$ cat src/rtl/usi_pattern_tx_pkg.sv
// Shared types for the USI pattern-playback transmitter.
// Optional repeat feature is enabled by defining USI_TX_REPEAT_EN.
package usi_pattern_tx_pkg;

  typedef enum logic [1:0] {
    ST_IDLE,
    ST_LOAD,
    ST_PLAY,
    ST_DONE
  } tx_state_t;

  localparam int REPEAT_WIDTH = 16;

endpackage

$ cat src/rtl/usi_pattern_ram.sv
// Simple dual-port pattern RAM: synchronous write, registered read (1-cycle latency).
// A same-cycle write and read of one address returns the old word.
module usi_pattern_ram #(
  parameter int WIDTH      = 1,
  parameter int ADDR_WIDTH = 10
) (
  input  logic                  clk,
  input  logic                  wr_en,
  input  logic [ADDR_WIDTH-1:0] wr_addr,
  input  logic [WIDTH-1:0]      wr_data,
  input  logic [ADDR_WIDTH-1:0] rd_addr,
  output logic [WIDTH-1:0]      rd_data
);

  logic [WIDTH-1:0] mem [2**ADDR_WIDTH];

  always_ff @(posedge clk) begin
    if (wr_en) mem[wr_addr] <= wr_data;
    rd_data <= mem[rd_addr];
  end

endmodule

$ cat src/rtl/usi_pattern_tx.sv
// Multi-channel pattern-playback transmitter: FSM, run edge detect, counters, dataout.
// Define USI_TX_REPEAT_EN to add repeat_count (pattern plays repeat_count+1 times).
module usi_pattern_tx
  import usi_pattern_tx_pkg::*;
#(
  parameter int CHANNELS   = 1,
  parameter int ADDR_WIDTH = 10,
  parameter int DIV_WIDTH  = 18
) (
  input  logic                  clk,
  input  logic                  rst,
  input  logic                  run,
  output logic                  done,
  output logic                  busy,
  output logic [CHANNELS-1:0]   dataout,
  input  logic [CHANNELS-1:0]   idle_level,
  input  logic [ADDR_WIDTH:0]   num_states,
  input  logic [DIV_WIDTH-1:0]  clkdivider,
  input  logic                  state_prog_en,
  input  logic [ADDR_WIDTH-1:0] state_prog_addr,
  input  logic                  state_prog_wr,
  input  logic [CHANNELS-1:0]   state_prog_data
`ifdef USI_TX_REPEAT_EN
  ,
  input  logic [REPEAT_WIDTH-1:0] repeat_count
`endif
);

  localparam logic [ADDR_WIDTH:0] DEPTH = {1'b1, {ADDR_WIDTH{1'b0}}};

  tx_state_t             state_q, state_d;
  logic                  run_d, done_q, done_d, busy_q, busy_d;
  logic [CHANNELS-1:0]   dout_q, dout_d, rd_data;
  logic [ADDR_WIDTH:0]   addr_q, addr_d, num_q, num_d, addr_inc, num_clamped;
  logic [DIV_WIDTH-1:0]  div_q, div_d, cnt_q, cnt_d;
  logic [ADDR_WIDTH-1:0] rd_addr;
  logic                  wr_en, start, rep_more;
`ifdef USI_TX_REPEAT_EN
  logic [REPEAT_WIDTH-1:0] rep_q, rep_d;
  assign rep_more = (rep_q != '0);
`else
  assign rep_more = 1'b0;
`endif

  assign start       = run && !run_d;
  assign wr_en       = state_prog_en && state_prog_wr && !busy_q;
  assign num_clamped = (num_states > DEPTH) ? DEPTH : num_states;
  assign addr_inc    = addr_q + 1'b1;
  // RAM reads the next address so rd_data always holds mem[addr_q] (next state to show).
  assign rd_addr     = addr_d[ADDR_WIDTH-1:0];
  assign dataout     = (state_q == ST_PLAY) ? dout_q : idle_level;
  assign done        = done_q;
  assign busy        = busy_q;

  usi_pattern_ram #(
    .WIDTH      (CHANNELS),
    .ADDR_WIDTH (ADDR_WIDTH)
  ) u_ram (
    .clk     (clk),
    .wr_en   (wr_en),
    .wr_addr (state_prog_addr),
    .wr_data (state_prog_data),
    .rd_addr (rd_addr),
    .rd_data (rd_data)
  );

  always_comb begin
    state_d = state_q;
    done_d  = done_q;
    busy_d  = busy_q;
    dout_d  = dout_q;
    addr_d  = addr_q;
    num_d   = num_q;
    div_d   = div_q;
    cnt_d   = cnt_q;
`ifdef USI_TX_REPEAT_EN
    rep_d   = rep_q;
`endif
    case (state_q)
      ST_IDLE: begin
        addr_d = '0;
        if (start) begin
          num_d = num_clamped;
          div_d = clkdivider;
`ifdef USI_TX_REPEAT_EN
          rep_d = repeat_count;
`endif
          if (num_clamped == '0) begin
            state_d = ST_DONE;
            done_d  = 1'b1;
          end else begin
            state_d = ST_LOAD;
            busy_d  = 1'b1;
          end
        end
      end
      ST_LOAD, ST_PLAY: begin
        if (!run) begin
          state_d = ST_IDLE;
          busy_d  = 1'b0;
          done_d  = 1'b0;
          addr_d  = '0;
        end else if (state_q == ST_PLAY && cnt_q != '0) begin
          cnt_d = cnt_q - 1'b1;
        end else if (state_q == ST_PLAY && addr_q == num_q) begin
          state_d = ST_DONE;
          busy_d  = 1'b0;
          done_d  = 1'b1;
          addr_d  = '0;
        end else begin
          // Advance: show prefetched word; wrap to 0 early when another pass follows.
          state_d = ST_PLAY;
          dout_d  = rd_data;
          cnt_d   = div_q;
          if (addr_inc == num_q && rep_more) begin
            addr_d = '0;
`ifdef USI_TX_REPEAT_EN
            rep_d  = rep_q - 1'b1;
`endif
          end else begin
            addr_d = addr_inc;
          end
        end
      end
      ST_DONE: begin
        if (!run) begin
          state_d = ST_IDLE;
          done_d  = 1'b0;
        end
      end
      default: state_d = ST_IDLE;
    endcase
  end

  always_ff @(posedge clk) begin
    if (rst) begin
      state_q <= ST_IDLE;
      run_d   <= 1'b0;
      done_q  <= 1'b0;
      busy_q  <= 1'b0;
      dout_q  <= '0;
      addr_q  <= '0;
      num_q   <= '0;
      div_q   <= '0;
      cnt_q   <= '0;
`ifdef USI_TX_REPEAT_EN
      rep_q   <= '0;
`endif
    end else begin
      state_q <= state_d;
      run_d   <= run;
      done_q  <= done_d;
      busy_q  <= busy_d;
      dout_q  <= dout_d;
      addr_q  <= addr_d;
      num_q   <= num_d;
      div_q   <= div_d;
      cnt_q   <= cnt_d;
`ifdef USI_TX_REPEAT_EN
      rep_q   <= rep_d;
`endif
    end
  end

endmodule
$ cat config.mk
export PLATFORM = sky130hd
export DESIGN_NAME = usi_pattern_tx
export DESIGN_NICKNAME = d
export VERILOG_FILES = /design/src/rtl/usi_pattern_tx_pkg.sv /design/src/rtl/usi_pattern_ram.sv /design/src/rtl/usi_pattern_tx.sv
export SDC_FILE = /design/constraint.sdc
export NUM_CORES = 2
export LEC_CHECK = 0
export BUFFER_PORTS_ARGS = -buffer_cell sky130_fd_sc_hd__buf_2
export CAP_MARGIN = 10
export CORE_UTILIZATION = 45
export DETAILED_ROUTE_END_ITERATION = 6
export PLACE_DENSITY = 0.65
export SETUP_SLACK_MARGIN = 0.05
export SYNTH_ARGS = -nofsm -noshare
export SYNTH_HDL_FRONTEND = slang
export SYNTH_SLANG_ARGS = --single-unit
export TNS_END_PERCENT = 30
$ cat constraint.sdc
create_clock -name clk -period 3.4 [get_ports clk]
set_input_delay 0.68 -clock clk [delete_from_list [all_inputs] [get_ports clk]]
set_output_delay 0.68 -clock clk [all_outputs]
set_load 0.01 [all_outputs]
==> insert_results.sql <==
INSERT INTO impl_metrics (metric_group, metric, value, unit) VALUES
('timing', 'max_slew_margin', '0.362', ''),
('cts', 'clkLatencyLatePin', '0.71', 'ns'),
('logic_synthesis', 'synth.most_common_cell', 'nor2_1', ''),
('logic_synthesis', 'asyncSetResetFlopFracSynth', '0', ''),
('cts', 'cts_buffer_depth', '3', ''),
('logic_synthesis', 'avgSynthCellArea', '10.5', 'sq um'),
('floorplan', 'top_level_ports', '49', ''),
('outcome', 'result_of_the_run', 'finished with violations', ''),
('logic_synthesis', 'synth_area', '49200', 'sq um'),
('timing', 'hold_viol_final', '0', ''),
('setup_path', 'startpoint_type', 'flip-flop', ''),
('place', 'port_buffers', '48', ''),
('route', 'drt-wirelength-per-cell', '25.7', 'um'),
('pwr', 'cellPowerDensity', '601', 'nW/um^2'),
('setup_path', 'setup.worst_path.end', 'u_ram.rd_data$_DFF_P_', ''),
('logic_synthesis', 'ys_warnings', '0', ''),
('place', 'placed_cell_area', '53800', 'sq um'),
('timing', 'final_number_of_max_transition_violations', '0', ''),
('setup_path', 'arrival_time_of_data_at_the_critical_path_endpoint', '4.69', 'ns'),
('logic_synthesis', 'synth_enable_flop_cells', '1024', ''),
('logic_synthesis', 'biggest_area_consumer_among_synthesized_cells', 'edfxtp_1', ''),
('route', 'drtIter0Drc', '5625', ''),
('setup_path', 'crit_path_end_kind', 'flip-flop', ''),
('pwr', 'design_power_total', '35300', 'uW'),
('route', 'route.detailed.drc', '0', ''),
('route', 'via_count', '38900', ''),
('logic_synthesis', 'syn_nets', '4723', ''),
('cts', 'cts_made_buffers', '111', ''),
('logic_synthesis', 'synth_area_leaders', 'edfxtp_1, nor2_1, nand2_1', ''),
('route', 'antenna_violating_nets_post_route', '0', ''),
('global_routing', 'grt_max_degree', '127', ''),
('timing', 'rsz0062_at_grt', 'true', ''),
('setup_path', 'criticalPathCategory', 'flip-flop to flip-flop', ''),
('floorplan', 'die_outline_area', '111000', 'sq um'),
('route', 'detail_route.first_pass.iterations', '6', ''),
('finish', 'finalNetCount', '4981', ''),
('min_path', 'holdPathStages', '3', ''),
('cts', 'cts-htree-levels', '3', ''),
('timing', 'period_needed', '4.11', 'ns'),
('finish', 'post-route-util', '0.544', ''),
('timing', 'worst_slew_pin_slew', '0.957', 'ns'),
('logic_synthesis', 'synth.lib_cells_used.distinct', '89', ''),
('finish', 'syn2layout_area_growth', '19.3', '%'),
('outcome', 'violations', 'negative setup slack', ''),
('cts', 'cts_tree', 'built', ''),
('timing', 'fin_ws', '-0.711', 'ns'),
('timing', 'layout_worst_path_cycle_share', '1.21', ''),
('finish', 'drive_above_1_share', '0.176', ''),
('timing', 'number_of_endpoints_failing_setup_at_the_final_stage', '1', ''),
('logic_synthesis', 'postSynth.topFlopCell', 'edfxtp_1', ''),
('global_routing', 'grt_pass1_wl', '239', 'mm'),
('setup_path', 'critical_path.max_fanout', '5', ''),
('setup_path', 'timing.critical_path.from', 'cnt_q[0]$_SDFFE_PP0P_', ''),
('floorplan', 'die_width', '333', 'um'),
('logic_synthesis', 'netlist_instances', '4671', ''),
('place', 'place.gp.congestion', '0.924', ''),
('pwr', 'cellLeakagePower', '0.0193', 'uW'),
('logic_synthesis', 'number_of_synthesized_register_bits', '1089', ''),
('floorplan', 'coreArea', '108000', 'sq um'),
('cts', 'clock-root-buffer', 'clkbuf_16', ''),
('setup_path', 'r2r_start', 'cnt_q[0]$_SDFFE_PP0P_', ''),
('cts', 'holdBufCountCts', '0', ''),
('finish', 'final_design_area_excluding_fillers', '58700', 'sq um'),
('timing', 'clock-skew-final', '0.0334', 'ns'),
('floorplan', 'start_util', '0.456', ''),
('pwr', 'vdd_ir_drop_max', '0.411', 'mV'),
('global_routing', 'vias_in_the_first_global_route', '36400', ''),
('global_routing', 'antenna_found_initial', '5', ''),
('cts', 'clk_transition_reported_paths', '0.06', 'ns'),
('logic_synthesis', 'synth_top_area_frac', '0.625', ''),
('logic_synthesis', 'synth.cells.most_frequent', 'nor2_1, edfxtp_1, nand2_1', '');
routing by layer:
layer  vias up  track usage  part of all wire
met3       421       0.0594              0.12
li1      16900            -                 -
met2      2328        0.455              0.46
met1     19200        0.394              0.38
met4         6        0.123             0.044
met5         -            0           0.00025
worst min path at each step:
stage	from	endpoint
finish	clkdivider[0]	div_q[0]$_SDFFE_PP0P_
global placement	div_q[12]$_SDFFE_PP0P_	div_q[12]$_SDFFE_PP0P_
global route	clkdivider[2]	div_q[2]$_SDFFE_PP0P_
detailed placement	dout_q$_SDFFE_PP0P_	dout_q$_SDFFE_PP0P_
CTS	clkdivider[0]	div_q[0]$_SDFFE_PP0P_
floorplan	u_ram.rd_data$_DFF_P_	dout_q$_SDFFE_PP0P_
cell type report:
cell class	count	area, sq um
Inverter	10	37.5
Clock buffer	138	2990
Timing Repair Buffer	556	5220
Antenna cell	3	7.51
Fill cell	9287	49100
Clock inverter	68	554
Multi-Input combinational cell	3161	16100
Tap cell	1403	1760
Sequential cell	1089	32100
per-stage QoR:
step / setup TNS (ns) / std cells / hold slack, ns / setup WS [ns]
after global placement: -1.24 / 6177 / 0.450 / -1.24
after floorplan: -0.148 / 4671 / 0.429 / -0.148
after detailed placement: -1.24 / 6177 / 0.451 / -1.24
after CTS: -0.668 / 6405 / 0.187 / -0.668
after global routing: -0.833 / 6426 / 0.225 / -0.833
final: -0.711 / 6428 / 0.216 / -0.711
power breakdown:
group | internal [uW] | leakage, uW | switching, uW
sequential | 14800 | 0.00973 | 128
clock | 6870 | 0.00173 | 5240
combinational | 3350 | 0.00780 | 4900
total | 25000 | 0.0193 | 10300
registers in the layout, indices dropped and copies added (netlist names):
name / count
addr_q: 11
done: 1
run_d: 1
div_q: 18
dout_q: 1
u_ram.rd_data: 1
state_q: 2
u_ram.mem: 1024
cnt_q: 18
busy: 1
num_q: 11
placed cells by master, fill, tap and decap left out, drive strengths merged, types with 6 or more instances in the layout:
cell    count
or2        11
nand3b      8
o22ai      37
nor4       24
clkbuf    140
or3         7
dfxtp      65
or4         6
bufinv      9
a21oi     245
o21ai      40
a311oi     35
a31oi      31
a22oi      37
buf       552
and3       44
a221oi     15
nand4      26
nor3b       6
clkinv     53
and2        7
nand3     282
o211ai     13
o221ai      8
nand2     878
nor2b       7
inv        13
xnor2      11
nor3       34
mux2i     126
a32oi      10
mux2        9
edfxtp   1024
ha          6
o31ai      10
nor2     1101
a211oi     12
critical path: stages (launching register included):
cell       delay, ns
dfxtp_2         0.32
inv_2           0.06
ha_4            0.12
or4b_4          0.49
buf_6           0.16
nor2_4          0.14
a31oi_4         0.14
buf_6           0.15
o21ai_4         0.14
buf_12          0.14
buf_12          0.13
buf_12          0.14
buf_12          0.11
buf_12          0.09
mux2i_4         0.23
o22ai_2         0.11
a2111oi_2       0.37
buf_4           0.18
nor3_2          0.05
a211oi_2        0.31
nor4_4          0.11
o32a_1          0.30
kinds of logic after synthesis:
logic type / after synthesis / share of synthesized area
buffers and inverters: 421 / 0.0368
and+or+nand+nor: 2455 / 0.205
xor gates and xnor gates: 11 / 0.00196
DFF: 1089 / 0.651
adders and majority gates: 6 / 0.00153
muxes: 140 / 0.0300
AOI/OAI and AO/OA: 549 / 0.0730
repair_timing:
action,CTS,global route
endpoints found under the setup margin,1,1
setup buffers,16,20
pin swaps,38,28
resized for setup,121,54
cloned,7,2
Power figures use the tool's default switching activity.
